`src/rtl/ctrl_pkg.sv`:
```
// ---------------------------------------------------------------------------
// ctrl_pkg
// Shared types and encodings for the multi-cycle CPU control unit:
//   - state_e     : FSM states of multicycle_control
//   - op_class_e  : instruction class produced by ctrl_opdecode
//   - OP_*        : opcode values (instruction bits [31:26])
//   - ALU_*, SRCB_*, PCSRC_* : datapath mux/ALU control encodings
// ---------------------------------------------------------------------------
package ctrl_pkg;

    typedef enum logic [3:0] {
        S_FETCH    = 4'd0,
        S_DECODE   = 4'd1,
        S_EXEC_R   = 4'd2,
        S_WB_R     = 4'd3,
        S_EXEC_I   = 4'd4,
        S_WB_I     = 4'd5,
        S_MEM_ADDR = 4'd6,
        S_MEM_RD   = 4'd7,
        S_WB_MEM   = 4'd8,
        S_MEM_WR   = 4'd9,
        S_BRANCH   = 4'd10,
        S_JUMP     = 4'd11,
        S_TRAP     = 4'd12
    } state_e;

    typedef enum logic [2:0] {
        CLS_R      = 3'd0,
        CLS_LOAD   = 3'd1,
        CLS_STORE  = 3'd2,
        CLS_BRANCH = 3'd3,
        CLS_JUMP   = 3'd4,
        CLS_IMM    = 3'd5,
        CLS_TRAP   = 3'd6
    } op_class_e;

    localparam logic [5:0] OP_R    = 6'h00;
    localparam logic [5:0] OP_ADDI = 6'h0C;
    localparam logic [5:0] OP_LW   = 6'h0D;
    localparam logic [5:0] OP_SW   = 6'h10;
    localparam logic [5:0] OP_BEQ  = 6'h11;
    localparam logic [5:0] OP_J    = 6'h13;
    localparam logic [5:0] OP_ORI  = 6'h1C;

    localparam logic [1:0] ALU_ADD   = 2'b00;
    localparam logic [1:0] ALU_SUB   = 2'b01;
    localparam logic [1:0] ALU_FUNCT = 2'b10;
    localparam logic [1:0] ALU_OR    = 2'b11;

    localparam logic [1:0] SRCB_B       = 2'b00;
    localparam logic [1:0] SRCB_FOUR    = 2'b01;
    localparam logic [1:0] SRCB_IMM     = 2'b10;
    localparam logic [1:0] SRCB_IMM_SH2 = 2'b11;

    localparam logic [1:0] PCSRC_ALU    = 2'b00;
    localparam logic [1:0] PCSRC_ALUOUT = 2'b01;
    localparam logic [1:0] PCSRC_JUMP   = 2'b10;
    localparam logic [1:0] PCSRC_TRAP   = 2'b11;

endpackage

```
`src/rtl/ctrl_opdecode.sv`:
```
// ---------------------------------------------------------------------------
// ctrl_opdecode
// Combinational opcode classifier. Maps the 6-bit opcode to the instruction
// class that selects the post-DECODE state, honouring the build-time
// instruction-class enables.
// Ports:
//   opcode   in  6  instruction bits [31:26]
//   op_class out    instruction class (CLS_TRAP when not accepted)
//   legal    out 1  opcode is implemented in this build
// ---------------------------------------------------------------------------
module ctrl_opdecode
    import ctrl_pkg::*;
#(
    parameter bit HAS_JUMP    = 1'b1,
    parameter bit HAS_IMM_ALU = 1'b1
) (
    input  logic [5:0] opcode,
    output op_class_e  op_class,
    output logic       legal
);

    always_comb begin
        op_class = CLS_TRAP;
        case (opcode)
            OP_R:    op_class = CLS_R;
            OP_LW:   op_class = CLS_LOAD;
            OP_SW:   op_class = CLS_STORE;
            OP_BEQ:  op_class = CLS_BRANCH;
            OP_J:    op_class = HAS_JUMP ? CLS_JUMP : CLS_TRAP;
            OP_ADDI,
            OP_ORI:  op_class = HAS_IMM_ALU ? CLS_IMM : CLS_TRAP;
            default: op_class = CLS_TRAP;
        endcase
    end

    assign legal = (op_class != CLS_TRAP);

endmodule

```
`src/rtl/multicycle_control.sv`:
```
// ---------------------------------------------------------------------------
// multicycle_control
// Multi-cycle CPU control FSM: FETCH -> DECODE -> (EXEC/MEM/BRANCH/JUMP/TRAP)
// -> ... -> FETCH, with memory-ready waits in FETCH, MEM_RD and MEM_WR, an
// illegal-opcode trap and a retired-instruction counter.
// Ports:
//   clk, rst_n      clock (rising edge), async active-low reset
//   opcode     in   IR[31:26], looked at only in DECODE and EXEC_I
//   mem_ready  in   memory finishes the current access this cycle
//   pc_write, pc_write_cond, i_or_d, mem_read, mem_write, ir_write,
//   mem_to_reg, reg_dst, reg_write, alu_src_a, alu_src_b, alu_op,
//   pc_source  out  datapath controls (decoded from state)
//   illegal    out  one-cycle pulse while in TRAP
//   retired    out  completed-instruction count, wraps modulo 2^CNT_W
// ---------------------------------------------------------------------------
module multicycle_control
    import ctrl_pkg::*;
#(
    parameter int CNT_W       = 32,
    parameter bit HAS_JUMP    = 1'b1,
    parameter bit HAS_IMM_ALU = 1'b1
) (
    input  logic             clk,
    input  logic             rst_n,
    input  logic [5:0]       opcode,
    input  logic             mem_ready,
    output logic             pc_write,
    output logic             pc_write_cond,
    output logic             i_or_d,
    output logic             mem_read,
    output logic             mem_write,
    output logic             ir_write,
    output logic             mem_to_reg,
    output logic             reg_dst,
    output logic             reg_write,
    output logic             alu_src_a,
    output logic [1:0]       alu_src_b,
    output logic [1:0]       alu_op,
    output logic [1:0]       pc_source,
    output logic             illegal,
    output logic [CNT_W-1:0] retired
);

    state_e           state;
    state_e           state_next;
    op_class_e        op_class;
    logic             op_legal;
    logic             is_store;   // LW/SW choice captured in DECODE
    logic             retire;
    logic [CNT_W-1:0] retired_q;

    ctrl_opdecode #(
        .HAS_JUMP    (HAS_JUMP),
        .HAS_IMM_ALU (HAS_IMM_ALU)
    ) u_opdecode (
        .opcode   (opcode),
        .op_class (op_class),
        .legal    (op_legal)
    );

    always_ff @(posedge clk or negedge rst_n) begin
        if (!rst_n) begin
            state     <= S_FETCH;
            is_store  <= 1'b0;
            retired_q <= '0;
        end else begin
            state <= state_next;
            // MEM_ADDR must not look at opcode, so remember the access type here.
            if (state == S_DECODE) begin
                is_store <= (op_class == CLS_STORE);
            end
            if (retire) begin
                retired_q <= retired_q + CNT_W'(1);
            end
        end
    end

    assign retired = retired_q;

    always_comb begin
        state_next    = state;
        retire        = 1'b0;
        pc_write      = 1'b0;
        pc_write_cond = 1'b0;
        i_or_d        = 1'b0;
        mem_read      = 1'b0;
        mem_write     = 1'b0;
        ir_write      = 1'b0;
        mem_to_reg    = 1'b0;
        reg_dst       = 1'b0;
        reg_write     = 1'b0;
        alu_src_a     = 1'b0;
        alu_src_b     = SRCB_B;
        alu_op        = ALU_ADD;
        pc_source     = PCSRC_ALU;
        illegal       = 1'b0;

        case (state)
            S_FETCH: begin
                mem_read  = 1'b1;
                alu_src_b = SRCB_FOUR;
                // IR and PC+4 are committed only on the cycle memory delivers.
                ir_write  = mem_ready;
                pc_write  = mem_ready;
                if (mem_ready) begin
                    state_next = S_DECODE;
                end
            end
            S_DECODE: begin
                // Precompute the branch target into ALUOut.
                alu_src_b = SRCB_IMM_SH2;
                if (!op_legal) begin
                    state_next = S_TRAP;
                end else begin
                    case (op_class)
                        CLS_R:                state_next = S_EXEC_R;
                        CLS_LOAD, CLS_STORE:  state_next = S_MEM_ADDR;
                        CLS_BRANCH:           state_next = S_BRANCH;
                        CLS_JUMP:             state_next = S_JUMP;
                        CLS_IMM:              state_next = S_EXEC_I;
                        default:              state_next = S_TRAP;
                    endcase
                end
            end
            S_EXEC_R: begin
                alu_src_a  = 1'b1;
                alu_op     = ALU_FUNCT;
                state_next = S_WB_R;
            end
            S_WB_R: begin
                reg_dst    = 1'b1;
                reg_write  = 1'b1;
                retire     = 1'b1;
                state_next = S_FETCH;
            end
            S_EXEC_I: begin
                alu_src_a  = 1'b1;
                alu_src_b  = SRCB_IMM;
                alu_op     = (opcode == OP_ORI) ? ALU_OR : ALU_ADD;
                state_next = S_WB_I;
            end
            S_WB_I: begin
                reg_write  = 1'b1;
                retire     = 1'b1;
                state_next = S_FETCH;
            end
            S_MEM_ADDR: begin
                alu_src_a  = 1'b1;
                alu_src_b  = SRCB_IMM;
                state_next = is_store ? S_MEM_WR : S_MEM_RD;
            end
            S_MEM_RD: begin
                mem_read = 1'b1;
                i_or_d   = 1'b1;
                if (mem_ready) begin
                    state_next = S_WB_MEM;
                end
            end
            S_WB_MEM: begin
                reg_write  = 1'b1;
                mem_to_reg = 1'b1;
                retire     = 1'b1;
                state_next = S_FETCH;
            end
            S_MEM_WR: begin
                mem_write = 1'b1;
                i_or_d    = 1'b1;
                if (mem_ready) begin
                    retire     = 1'b1;
                    state_next = S_FETCH;
                end
            end
            S_BRANCH: begin
                alu_src_a     = 1'b1;
                alu_op        = ALU_SUB;
                pc_write_cond = 1'b1;
                pc_source     = PCSRC_ALUOUT;
                retire        = 1'b1;
                state_next    = S_FETCH;
            end
            S_JUMP: begin
                pc_write   = 1'b1;
                pc_source  = PCSRC_JUMP;
                retire     = 1'b1;
                state_next = S_FETCH;
            end
            S_TRAP: begin
                pc_write   = 1'b1;
                pc_source  = PCSRC_TRAP;
                illegal    = 1'b1;
                state_next = S_FETCH;
            end
            default: begin
                state_next = S_FETCH;
            end
        endcase
    end

endmodule

```
`config.mk`:
```
export PLATFORM = sky130hd
export DESIGN_NAME = multicycle_control
export DESIGN_NICKNAME = d
export VERILOG_FILES = /design/src/rtl/ctrl_pkg.sv /design/src/rtl/ctrl_opdecode.sv /design/src/rtl/multicycle_control.sv
export SDC_FILE = /design/constraint.sdc
export NUM_CORES = 1
export LEC_CHECK = 0
export BUFFER_PORTS_ARGS = -buffer_cell sky130_fd_sc_hd__buf_4
export CORE_ASPECT_RATIO = 1.4
export CORE_MARGIN = 2
export CORE_UTILIZATION = 40
export CTS_CLUSTER_DIAMETER = 30
export DETAILED_ROUTE_END_ITERATION = 6
export PLACE_DENSITY = 0.6
export SLEW_MARGIN = 10
export SYNTH_ARGS = -nofsm -noshare
export SYNTH_HDL_FRONTEND = slang
export SYNTH_SLANG_ARGS = --single-unit
```
`constraint.sdc`:
```
create_clock -name clk -period 2.4 [get_ports clk]
set_input_delay 0.24 -clock clk [delete_from_list [all_inputs] [get_ports clk]]
set_output_delay 0.24 -clock clk [all_outputs]
set_load 0.02 [all_outputs]
```
**Word level (Yosys, flattened, before mapping)**

Index checks and enable logic that the tools add are counted.

- Add/sub/neg operators: 1
- $mul: 0
- Div/mod/pow operators: 0
- Order comparisons: 0
- Eq/ne operators: 27
- Shift operators: 0
- Muxes and demuxes: 25
- Bitwise logic cells: 0
- Reductions and logical operators: 13

Operator list:

| kind | number |
|---|---|
| adder 32 x 1 -> 32 bit (second input constant) | 1 |
| one-hot mux 4 bit (7 select lines) | 1 |
| == test 6 x 5 -> 1 bit (second input constant) | 4 |
| == test 4 bit (second input constant) | 5 |
| two-way mux 4 bit | 5 |
| one-hot mux 4 bit (5 select lines) | 1 |
| one-hot mux 2 bit (3 select lines) | 3 |
| one-hot mux 3 bit (6 select lines) | 1 |
| == test 4 x 3 -> 1 bit (second input constant) | 4 |
| == test 6 x 4 -> 1 bit (second input constant) | 2 |
| OR reduction 2 bit | 6 |
| two-way mux 1 bit | 11 |
| == test 4 x 2 -> 1 bit (second input constant) | 2 |
| == test 3 x 2 -> 1 bit (second input constant) | 2 |
| == test 3 bit (second input constant) | 2 |
| zero test 6 bit | 1 |
| inequality test 2 bit (second input constant) | 3 |
| OR reduction 5 bit | 1 |
| == test 4 x 1 -> 1 bit (second input constant) | 1 |
| zero test 4 bit | 1 |
| one-hot mux 1 bit (2 select lines) | 2 |
| OR reduction 4 bit | 1 |
| == test 3 x 1 -> 1 bit (second input constant) | 1 |
| zero test 3 bit | 1 |
| other kinds (4) | 4 |

- Bits in registers: 37
- Latch bits: 0
- RAM bits: 0
- Bits in read-only memories: 0
- Input bits: 9
- Output and inout port bits: 49
- Logic and storage cells: 69
- Memories kept: 0

**Depth between registers and ports, before layout**

- Depth after elaboration: 8
- Mapped depth: 7

**Modules after synthesis**

A second synthesis with hierarchy kept.

- Cell total of the unflattened synthesis: 254
- Area total of the unflattened synthesis: 2,466.1 um^2

Modules (own cells, without submodules):

| module | instances | cells an instance | area an instance (um^2) | seq. area each (um^2) |
|---|---|---|---|---|
| multicycle_control | 1 | 236 | 2,356.0 | 925.9 |
| ctrl_opdecode | 1 | 18 | 110.1 | 0.0 |

**Least setup slack after synthesis**

Ideal clock, no wire load.

- Path type: register to output
- Start: reg state[1]
- End: out alu_src_a
- Data arrival time: 1.543 ns
- Setup slack: 0.617 ns
- Cell stages (with the launch flop): 5
- Path through: dfrtp_1 clkbuf_1 clkbuf_1 nor2_1 a211oi_1

- Word-level cells in the longest chain between the ends: 3
- Elaborated cells between the ends (all ways): 6

RTL lines:

| what | RTL line | source |
|---|---|---|
| start: declaration | multicycle_control.sv:44 | `state_e state;` |
| start signal: assignment | multicycle_control.sv:67 | `state <= state_next;` |
| == test 4 x 3 -> 1 bit (tied with other cells) | multicycle_control.sv:98 | `case (state)` |
| OR reduction 4 bit (no source line) (*) | n/a |  |
| two-way mux 1 bit (*) | multicycle_control.sv:98 |  |
| end: declaration | multicycle_control.sv:36 | `output logic alu_src_a,` |

Mark *: on every way between the ends. The rest lies on a longest branch, timed or not.

**Final worst setup path**

- Start: reg state[1]
- End: out reg_write

- Word-level cells in the longest chain between the ends: 3
- Elaborated cells between the ends (all ways): 5

RTL lines:

| what | RTL line | source |
|---|---|---|
| == test 4 bit (tied with other cells) | multicycle_control.sv:98 |  |
| OR reduction 3 bit (no source line) (*) | n/a |  |
| two-way mux 1 bit (*) | multicycle_control.sv:98 |  |
| end: declaration | multicycle_control.sv:35 | `output logic reg_write,` |

Marked as above.

==> results by group <==
Detailed routing
  – Routed Antenna Nets: 0
  – Vias per inst: about 5.1
  – Total Wirelength: ~4600 um
  – Post-route DRC: 0
  – Number of detailed-route iterations in the first pass: 4
  – DR vias: 1758
  – DRT iter0 DRCs: 69
  – DR WL/cell: 13.3 um

Final layout
  – Finished Cell Area: roughly 2700 sq um
  – Reg area: 926 sq um
  – Fill count: 474
  – Area of the multi-input gates: between 1000 and 1500 sq um
  – Ant. Diodes: 0
  – Nets: 292
  – Area Overhead vs Synth: 30.9%
  – Layout cells sized above 1: around 27%

Logic synthesis
  – Sequential fraction of the synthesis area: 44.9%
  – Synthesis-stage register bit count: 37
  – Netlist cell types: 42
  – Post-synth EDFFs: 0
  – Synth area leader: dfrtp_1
  – Syn Area/Cell: 9.29 sq um
  – Dominant cells by area after synthesis: dfrtp_1 45%, xor2_1 6.8%, xnor2_1 6.4%, nor2_1 4.2%, nand2_1 3.6%
  – Mapped cell area: 2060 sq um
  – Cell with the most instances after synthesis: dfrtp_1
  – Warnings from Yosys: 0
  – Top cells by count, synth: 37 x dfrtp_1, 23 x nor2_1, 20 x nand2_1
  – Post-synth top area share: 44.9%
  – Prevailing post-synth register cell: dfrtp_1
  – Syn nets: about 230
  – Synth Instances: 222
  – Synth async-reset ratio: between 90% and 100%

Floorplan
  – FP Rows: 30
  – Die Height: 89.0 um
  – Ports: 58
  – Initial Utilization: around two fifths
  – Die Wd: 64.7 um
  – Die area: between 5000 and 6000 sq um
  – Core Area: about 4900 sq um

Worst setup path
  – Critical R2R Launch: state[2]
  – Startpoint type of the worst setup path: flip-flop
  – Worst endpoint required time: 2.16 ns
  – CP max stage cell: dfrtp_1
  – CP Max Fanout: 19
  – Worst setup EP type: primary output
  – Slowest stage delay, CP: roughly 0.4 ns
  – Most common cell on crit path: buf_4
  – Arr. time, crit path: roughly 1.7 ns
  – Cell Chain, Critical Path: buf_4 -> nor2b_1 -> or2_2 -> a31o_2 -> buf_4
  – WS Path Type: reg -> out
  – Crit path from: state[1]

Placed design
  – Routability cong.: 0.787
  – DP Area: ~2600 sq um
  – DPL Wire Length: around 3400 um
  – Port bufs: 57

Clock network
  – Resized Gates After CTS: 0
  – Hold Buf Count CTS: 1
  – Max Root-Sink Buffers: 2
  – Clock root cell: clkbuf_8
  – CTS tree: yes
  – Post-CTS setup buffers: 0
  – Clk_lat worst skew: 0.29 ns
  – Clk pin slew, worst setup/hold paths: 0.07 ns
  – TritonCTS buffer count: 5
  – CTS Sinks: 37
  – CTS H-tree depth: 2

Timing
  – Fin. Hold Viols: 0
  – Max Fclk: 0.509 GHz
  – Final setup viols: 0
  – Fin crit period: 1.96 ns
  – Final period utilization: 81.8%
  – Setup repair after global routing missed its margin: false
  – Slew @ Worst Pin: between 0.4 and 0.5 ns
  – Final Max Tran Viols: 0
  – Rel. slew slack: 69.1%
  – Setup TNS: 0 ns
  – Final Skew: between 0.01 and 0.015 ns

Power and ir drop
  – Pleak: approximately 0.0014 uW
  – PwrDens: ~890 nW/um^2
  – Total power draw: ~2400 uW
  – Peak supply drop: 516 uV

GRT
  – Antenna violations before repair: 0
  – Grt ovf: 0
  – Global-route wire length before repair: 7680 um
  – Vias in the first global route: approximately 1600
  – Largest net degree at the start of global routing: 38
  – GRT Overall Usage: 17.2%

Outcome
  – Outcome: finished clean

Hold path
  – Min-Delay Startpoint: opcode[2]
  – HP Class: in -> reg

Job
  – Max-cap violation count: 0
## kinds of logic (layout without fill, tap and decap cells)
kind of cell / after synthesis / after routing / synth area share (%)
fa+ha+maj: 1 / 1 / 0.607
xor+xnor: 32 / 32 / 14.0
buf+inv: 14 / 75 / 3.28
simple gates: 114 / 114 / 29.4
flops: 37 / 37 / 44.9
compound gates: 22 / 22 / 6.80
mux: 2 / 2 / 1.03
## final timing paths
kind	end	slack, ns	cells after the start
max reg2reg	retired[29]	0.50	5
max	reg_write	0.44	5
max in group asynchronous	retired[14]	1.63	2
min reg2reg	retired[31]	0.47	1
min	is_store	0.18	2
min in group asynchronous	retired[21]	0.43	2
## worst max-delay path, delay by kind of cell, from the launching register on
family                 cells  cell delay [ns]
DFF                        1             0.39
AOI/OAI and AO/OA          1             0.24
buffers and inverters      2             0.35
and+or+nand+nor            2             0.45
## per-layer routing
metal	wire (um)	part of all wire [%]	global-route usage (%)
met1	2050	44	21.4
met2	2320	50	29.5
met3	157	3.4	3.02
met4	82	1.8	7.93
met5	0	0	0
## cell type report
cell class                      count  share of cell area, %
Multi-Input combinational cell    171                   39.6
Sequential cell                    37                   34.3
Timing Repair Buffer               62                   17.3
Tap cell                           64                   2.97
Clock buffer                        5                   2.55
Clock inverter                      3                   2.55
Inverter                            5                  0.695
## report_power, final
part | internal, uW | total (uW) | switching, uW
logic | 401 | 948 | 547
clock network | 418 | 654 | 236
registers | 696 | 791 | 95.5
## through the flow
step	utilization [%]	std cells	hold slack, ns	setup slack (ns)
after floorplan	-	222	-0.0556	0.617
after global placement	51.9	338	0.232	0.520
after detailed placement	51.9	338	0.229	0.470
after CTS	54.9	347	0.174	0.430
after global routing	54.9	347	0.179	0.264
final	54.9	347	0.182	0.436
## registers in the layout, summed over array words and instances, names as in the netlist
| signal | flops |
|---|---|
| is_store | 1 |
| retired | 32 |
| state | 4 |
## cells in the final DEF (no fill, tap or decap), drive strengths merged, types with 3 or more instances in the layout
| master | netlist | final |
|---|---|---|
| a211oi | 3 | 3 |
| a21oi | 9 | 9 |
| and2 | 5 | 5 |
| and3 | 9 | 9 |
| buf | 4 | 61 |
| clkbuf | 5 | 5 |
| dfrtp | 37 | 37 |
| inv | 5 | 6 |
| nand2 | 20 | 20 |
| nand3 | 12 | 12 |
| nand4 | 10 | 10 |
| nor2 | 23 | 23 |
| nor2b | 7 | 7 |
| nor3 | 12 | 12 |
| or2 | 3 | 3 |
| xnor2 | 16 | 16 |
| xor2 | 16 | 16 |
Power figures use the tool's default switching activity.
